### src/rtl/hdlc_rx_deframer.sv
// ============================================================================
// Module   : hdlc_rx_deframer
// Purpose  : HDLC receive deframer. Hunts for flags, removes stuffed zeros and
//            assembles LSB-first octets with frame and abort status.
//            Optional FCS residue check when RX_FCS_CHECK_EN is defined.
// Revision : 1.0  initial release
// ============================================================================
`default_nettype none

module hdlc_rx_deframer #(
  parameter int unsigned MIN_FRAME_BYTES = 4
) (
  input  logic       Clk_i,
  input  logic       Rst_i,
  input  logic       RxEN_i,
  input  logic       Rx_i,
  output logic [7:0] RxD_o,
  output logic       RxValid_o,
  output logic       RxSOF_o,
  output logic       RxEOF_o,
  output logic       RxFrameError_o,
  output logic       RxAbort_o,
  output logic       Rx_FlagDetect_o,
  output logic       RxFCSErr_o
);

  typedef enum logic [1:0] {
    ST_HUNT = 2'd0,
    ST_FLAG = 2'd1,
    ST_DATA = 2'd2
  } state_e;

  state_e      state_q, state_d;
  logic [2:0]  ones_q, ones_d;
  // Seven registered stages; together with the live sample they span the
  // eight bits of a flag, so the flag is flushed before any of it escapes.
  logic [6:0]  dl_bit_q, dl_bit_d;
  logic [6:0]  dl_vld_q, dl_vld_d;
  logic [6:0]  asm_q, asm_d;
  logic [2:0]  bitcnt_q, bitcnt_d;
  logic [7:0]  octcnt_q, octcnt_d;
  logic        sof_pend_q, sof_pend_d;
  logic [7:0]  rxd_q, rxd_d;
  logic        valid_q, valid_d;
  logic        sof_q, sof_d;
  logic        eof_q, eof_d;
  logic        ferr_q, ferr_d;
  logic        abort_q, abort_d;
  logic        flagdet_q, flagdet_d;

  logic        is_flag, is_abort, is_stuff, is_data, take;
  logic [7:0]  byte_w;

`ifdef RX_FCS_CHECK_EN
  logic [15:0] crc_q, crc_d;
  logic        fcserr_q, fcserr_d;

  function automatic logic [15:0] crc16_byte(input logic [15:0] c, input logic [7:0] d);
    logic [15:0] r;
    r = c ^ {8'h00, d};
    for (int i = 0; i < 8; i++) begin
      r = r[0] ? ((r >> 1) ^ 16'h8408) : (r >> 1);
    end
    return r;
  endfunction
`endif

  assign is_flag  = RxEN_i && !Rx_i && (ones_q == 3'd6);
  assign is_abort = RxEN_i &&  Rx_i && (ones_q == 3'd6);
  assign is_stuff = RxEN_i && !Rx_i && (ones_q == 3'd5);
  assign is_data  = RxEN_i && !is_flag && !is_abort && !is_stuff;
  assign take     = RxEN_i && dl_vld_q[6] && !is_flag && (state_q != ST_HUNT);
  assign byte_w   = {dl_bit_q[6], asm_q};

  always_comb begin
    state_d    = state_q;
    ones_d     = ones_q;
    dl_bit_d   = dl_bit_q;
    dl_vld_d   = dl_vld_q;
    asm_d      = asm_q;
    bitcnt_d   = bitcnt_q;
    octcnt_d   = octcnt_q;
    sof_pend_d = sof_pend_q;
    rxd_d      = rxd_q;
    valid_d    = 1'b0;
    sof_d      = 1'b0;
    eof_d      = 1'b0;
    ferr_d     = 1'b0;
    abort_d    = 1'b0;
    flagdet_d  = 1'b0;
`ifdef RX_FCS_CHECK_EN
    crc_d      = crc_q;
    fcserr_d   = 1'b0;
`endif

    if (RxEN_i) begin
      ones_d = Rx_i ? ((ones_q == 3'd7) ? 3'd7 : ones_q + 3'd1) : 3'd0;

      if (state_q != ST_HUNT) begin
        dl_bit_d = {dl_bit_q[5:0], Rx_i};
        dl_vld_d = {dl_vld_q[5:0], is_data};
      end

      if (take) begin
        asm_d    = byte_w[7:1];
        bitcnt_d = bitcnt_q + 3'd1;
        if (state_q == ST_FLAG) begin
          state_d = ST_DATA;
        end
        if (bitcnt_q == 3'd7) begin
          valid_d    = 1'b1;
          rxd_d      = byte_w;
          sof_d      = sof_pend_q;
          sof_pend_d = 1'b0;
          octcnt_d   = (octcnt_q == 8'hFF) ? 8'hFF : octcnt_q + 8'd1;
`ifdef RX_FCS_CHECK_EN
          crc_d      = crc16_byte(crc_q, byte_w);
`endif
        end
      end

      if (is_flag) begin
        flagdet_d = 1'b1;
        if ((state_q == ST_DATA) && (octcnt_q != 8'd0)) begin
          eof_d  = 1'b1;
          ferr_d = (bitcnt_q != 3'd0) || ({24'd0, octcnt_q} < MIN_FRAME_BYTES);
`ifdef RX_FCS_CHECK_EN
          fcserr_d = (crc_q != 16'hF0B8);
`endif
        end
        state_d    = ST_FLAG;
        dl_vld_d   = '0;
        bitcnt_d   = 3'd0;
        octcnt_d   = 8'd0;
        sof_pend_d = 1'b1;
`ifdef RX_FCS_CHECK_EN
        crc_d      = 16'hFFFF;
`endif
      end

      // A completed octet on the abort sample is still delivered; only the
      // partial one behind it is dropped.
      if (is_abort) begin
        abort_d    = (state_q == ST_DATA);
        state_d    = ST_HUNT;
        dl_vld_d   = '0;
        bitcnt_d   = 3'd0;
        sof_pend_d = 1'b0;
      end
    end
  end

  always_ff @(posedge Clk_i) begin
    if (Rst_i) begin
      state_q    <= ST_HUNT;
      ones_q     <= 3'd0;
      dl_bit_q   <= '0;
      dl_vld_q   <= '0;
      asm_q      <= '0;
      bitcnt_q   <= 3'd0;
      octcnt_q   <= 8'd0;
      sof_pend_q <= 1'b0;
      rxd_q      <= 8'h00;
      valid_q    <= 1'b0;
      sof_q      <= 1'b0;
      eof_q      <= 1'b0;
      ferr_q     <= 1'b0;
      abort_q    <= 1'b0;
      flagdet_q  <= 1'b0;
    end else begin
      state_q    <= state_d;
      ones_q     <= ones_d;
      dl_bit_q   <= dl_bit_d;
      dl_vld_q   <= dl_vld_d;
      asm_q      <= asm_d;
      bitcnt_q   <= bitcnt_d;
      octcnt_q   <= octcnt_d;
      sof_pend_q <= sof_pend_d;
      rxd_q      <= rxd_d;
      valid_q    <= valid_d;
      sof_q      <= sof_d;
      eof_q      <= eof_d;
      ferr_q     <= ferr_d;
      abort_q    <= abort_d;
      flagdet_q  <= flagdet_d;
    end
  end

`ifdef RX_FCS_CHECK_EN
  always_ff @(posedge Clk_i) begin
    if (Rst_i) begin
      crc_q    <= 16'hFFFF;
      fcserr_q <= 1'b0;
    end else begin
      crc_q    <= crc_d;
      fcserr_q <= fcserr_d;
    end
  end

  assign RxFCSErr_o = fcserr_q;
`else
  assign RxFCSErr_o = 1'b0;
`endif

  assign RxD_o           = rxd_q;
  assign RxValid_o       = valid_q;
  assign RxSOF_o         = sof_q;
  assign RxEOF_o         = eof_q;
  assign RxFrameError_o  = ferr_q;
  assign RxAbort_o       = abort_q;
  assign Rx_FlagDetect_o = flagdet_q;

endmodule

`default_nettype wire

### config.mk
export PLATFORM = sky130hd
export DESIGN_NAME = hdlc_rx_deframer
export DESIGN_NICKNAME = d
export VERILOG_FILES = /design/src/rtl/hdlc_rx_deframer.sv
export SDC_FILE = /design/constraint.sdc
export NUM_CORES = 1
export LEC_CHECK = 0
export CAP_MARGIN = 20
export CORE_ASPECT_RATIO = 0.75
export CORE_MARGIN = 2
export CORE_UTILIZATION = 57
export CTS_CLUSTER_DIAMETER = 60
export DETAILED_ROUTE_END_ITERATION = 10
export PLACE_DENSITY = 0.89
export SETUP_SLACK_MARGIN = 0.1
export SLEW_MARGIN = 20
export SYNTH_ARGS = -nofsm -noshare
export SYNTH_HDL_FRONTEND = slang
export SYNTH_SLANG_ARGS = --single-unit
### constraint.sdc
create_clock -name Clk_i -period 2.1 [get_ports Clk_i]
set_input_delay 0.315 -clock Clk_i [delete_from_list [all_inputs] [get_ports Clk_i]]
set_output_delay 0.315 -clock Clk_i [all_outputs]
set_load 0.005 [all_outputs]
==> results.sh <==
export IMPL_status="finished, final reports clean"
export IMPL_die_y_microns=59.01
export IMPL_synth_main_ff_cell="dfxtp_1"
export IMPL_hold_start="dl_bit_q[3]$_SDFFE_PP0P_"
export IMPL_power_switching_mw=0.3581
export IMPL_core_sq_um=3756
export IMPL_p_int_mw=1.393
export IMPL_portBuffers=17
export IMPL_cp_start_kind="flop"
export IMPL_min_path_type="reg -> reg"
export IMPL_pwr_share_clk=0.412
export IMPL_synthCells=264
export IMPL_cts_buffer_depth=2
export IMPL_rows=19
export IMPL_hold_violations=0
export IMPL_ys_types=43
export IMPL_slew_viol_final=0
export IMPL_routed_wl_microns=4882
export IMPL_path_class="reg -> reg"
export IMPL_crit_path_end_kind="flop"
export IMPL_dieArea_sq_um=4564
export IMPL_required_ps=2330
export IMPL_synthArstFlopShare=0
export IMPL_ios=19
export IMPL_synth_seq_cells=52
export IMPL_antenna_found_initial=0
export IMPL_clkLatencyLatePin_ps=320
export IMPL_power_density_nw_per_um2=656.0
export IMPL_yosys_warnings=0
export IMPL_track_usage=0.2341
export IMPL_via_count=2009
export IMPL_hold_depth=2
export IMPL_place_hpwl_microns=3402
export IMPL_cp_max_fo=6
export IMPL_path_clk_slew_ps=90
export IMPL_finalSetupViolations=0
export IMPL_die_x_microns=77.35
export IMPL_syn_nets=276
export IMPL_numCtsBuffers=5
export IMPL_reg2reg_slack_ps=360
export IMPL_maxCapViolCount=0
export IMPL_grt_pass1_vias=1837
export IMPL_drcViolationCount=0
export IMPL_synth_area_per_cell_sq_um=8.711
export IMPL_yosys_top_cells_area="dfxtp_1, a21oi_1, nand3_1, ha_1, nand2_1"
export IMPL_areaGrowthSynthToFinish_pct=16.05
export IMPL_setup_tns_ps=0
export IMPL_finalCriticalPeriod_ps=1743
export IMPL_swShare=0.2045
export IMPL_grt_max_degree=22
export IMPL_synth_edf_count=0
export IMPL_cts_tree="built"
export IMPL_irDropWorstVdd_v=0.0004936
export IMPL_cts_setup_buffers=0
export IMPL_synth_top_area_frac=0.4527
export IMPL_wl_per_cell_microns=14.62
export IMPL_clockRootBuffer="clkbuf_8"
export IMPL_grt_overflow=0
export IMPL_r2r_start="bitcnt_q[0]$_SDFFE_PP0P_"
export IMPL_cts_resized=0
export IMPL_rsz0062_at_grt="false"
export IMPL_syn_cell_area_sq_um=2300
export IMPL_h_tree_depth=2
export IMPL_fmax_mhz=573.7
export IMPL_r2r_end="octcnt_q[5]$_SDFFE_PP0P_"
export IMPL_drt_iter0_drc=132
export IMPL_cts_sinks=52
export IMPL_yosysSeqAreaShare=0.4527
export IMPL_first_pass_iters=4
export IMPL_pwr_share_seq=0.564
export IMPL_synth_top_area_cell="dfxtp_1"
export IMPL_viasPerCell=6.015
export IMPL_diodes=0
export IMPL_power_frac_comb=0.024
export IMPL_gp_congestion=0.8924
export IMPL_reg2reg_depth=6
export IMPL_grt_first_pass_wirelength_microns=8404
export IMPL_ctsHoldBuffers=0
export IMPL_nets=293
export IMPL_leakage_nw=0.9143
export IMPL_drtAntennaViolNets=0
export IMPL_holdWs_ps=456.1
export IMPL_min_delay_worst_endpoint="dl_bit_q[4]$_SDFFE_PP0P_"
export IMPL_arrival_ps=1980
export IMPL_initial_utilization=0.6123
export IMPL_period_share=0.8300
export IMPL_drive_gt1_frac=0.09220
export IMPL_clock_skew_ps=6.130
==> state kept, by name, indices dropped and copies added, names as in the netlist <==
register / flops
state_q: 2
bitcnt_q: 3
RxFrameError_o: 1
RxAbort_o: 1
dl_bit_q: 7
ones_q: 3
RxEOF_o: 1
RxSOF_o: 1
dl_vld_q: 7
octcnt_q: 8
asm_q: 7
sof_pend_q: 1
RxD_o: 8
RxValid_o: 1
Rx_FlagDetect_o: 1
==> logic make-up after synthesis <==
family	Yosys count	share of synthesized area
AND/OR/NAND/NOR	92	0.2225
XOR/XNOR	1	0.003809
flip-flops	52	0.4527
adder cells (fa/ha/maj)	8	0.04353
other	1	0.001631
AO/OA/AOI/OAI	80	0.2138
buffers and inverters	30	0.06202
==> metal layers <==
metal | track usage | share of wire | vias up | wire (microns)
li1 | - | - | 1008 | -
met1 | 0.2950 | 0.44 | 920 | 2166
met2 | 0.3888 | 0.47 | 68 | 2313
met3 | 0.05030 | 0.060 | 13 | 291
met4 | 0.1173 | 0.023 | 0 | 110
met5 | 0 | 0 | - | 0
==> per-stage QoR <==
step	cells	setup WS, ps	utilization	instance area, sq um	total power, mW
after global routing	334	281.4	0.7105	2669	1.805
after global placement	326	177.2	0.6782	2547	1.053
after floorplan	264	532.1	-	2300	1.039
after CTS	334	358.0	0.7105	2669	1.765
after detailed placement	326	139.6	0.6782	2547	1.053
final	334	357.0	0.7105	2669	1.751
==> cells in the final DEF (no fill, tap or decap), drive strengths merged, types with 4 or more instances in the layout <==
| cell type | n |
|---|---|
| a211oi | 4 |
| a21oi | 40 |
| a31oi | 4 |
| and3 | 4 |
| buf | 15 |
| clkbuf | 6 |
| clkdlybuf4s50 | 17 |
| dfxtp | 52 |
| ha | 8 |
| inv | 7 |
| nand2 | 17 |
| nand2b | 6 |
| nand3 | 28 |
| nand4 | 10 |
| nor2 | 6 |
| nor3 | 4 |
| o211ai | 4 |
| o21ai | 8 |
| o31ai | 8 |
==> critical path, cell delays in order, from the launching register on <==
cell      delay, ps
dfxtp_1         350
ha_1            220
ha_1            240
buf_4           180
and4_1          230
and3_1          210
a311oi_1        230
==> cells in the mapped netlist, drive strengths merged, types with 6 or more instances <==
library cell and instances:
nand2b 6, a21oi 40, nand3 28, clkbuf 10, nor2 6, dfxtp 52
ha 8, nand4 10, inv 7, buf 12, o21ai 8, nand2 17
o31ai 8
==> area by class of cell <==
cell class	count	area, sq um
clock buffers	6	82.58
clock inverters	2	38.79
fillers	330	1087
inverters	8	30.03
multi-input cells	182	1116
flip-flops and latches	52	1041
well taps	52	65.06
repair buffers	32	295.3
==> worst max-delay path by stage <==
stage,startpoint,depth (start not counted),end,slack [ps]
after global routing,ones_q[0]$_SDFFE_PP0P_,6,octcnt_q[7]$_SDFFE_PP0P_,280
after CTS,bitcnt_q[0]$_SDFFE_PP0P_,6,octcnt_q[5]$_SDFFE_PP0P_,360
after detailed placement,RxEN_i,4,octcnt_q[6]$_SDFFE_PP0P_,140
after floorplan,ones_q[0]$_SDFFE_PP0P_,5,octcnt_q[6]$_SDFFE_PP0P_,530
after global placement,RxEN_i,5,octcnt_q[7]$_SDFFE_PP0P_,180
final,bitcnt_q[0]$_SDFFE_PP0P_,6,octcnt_q[5]$_SDFFE_PP0P_,360
==> power by group through the flow <==
stage	sequential, mW	clock, mW	combinational (mW)
after CTS	0.988	0.735	0.0415
after detailed placement	1.01	0	0.0414
final	0.988	0.721	0.0418
after global placement	1.01	0	0.0412
after global routing	0.989	0.770	0.0458
after floorplan	1.01	0	0.0279
Power figures use the tool's default switching activity.
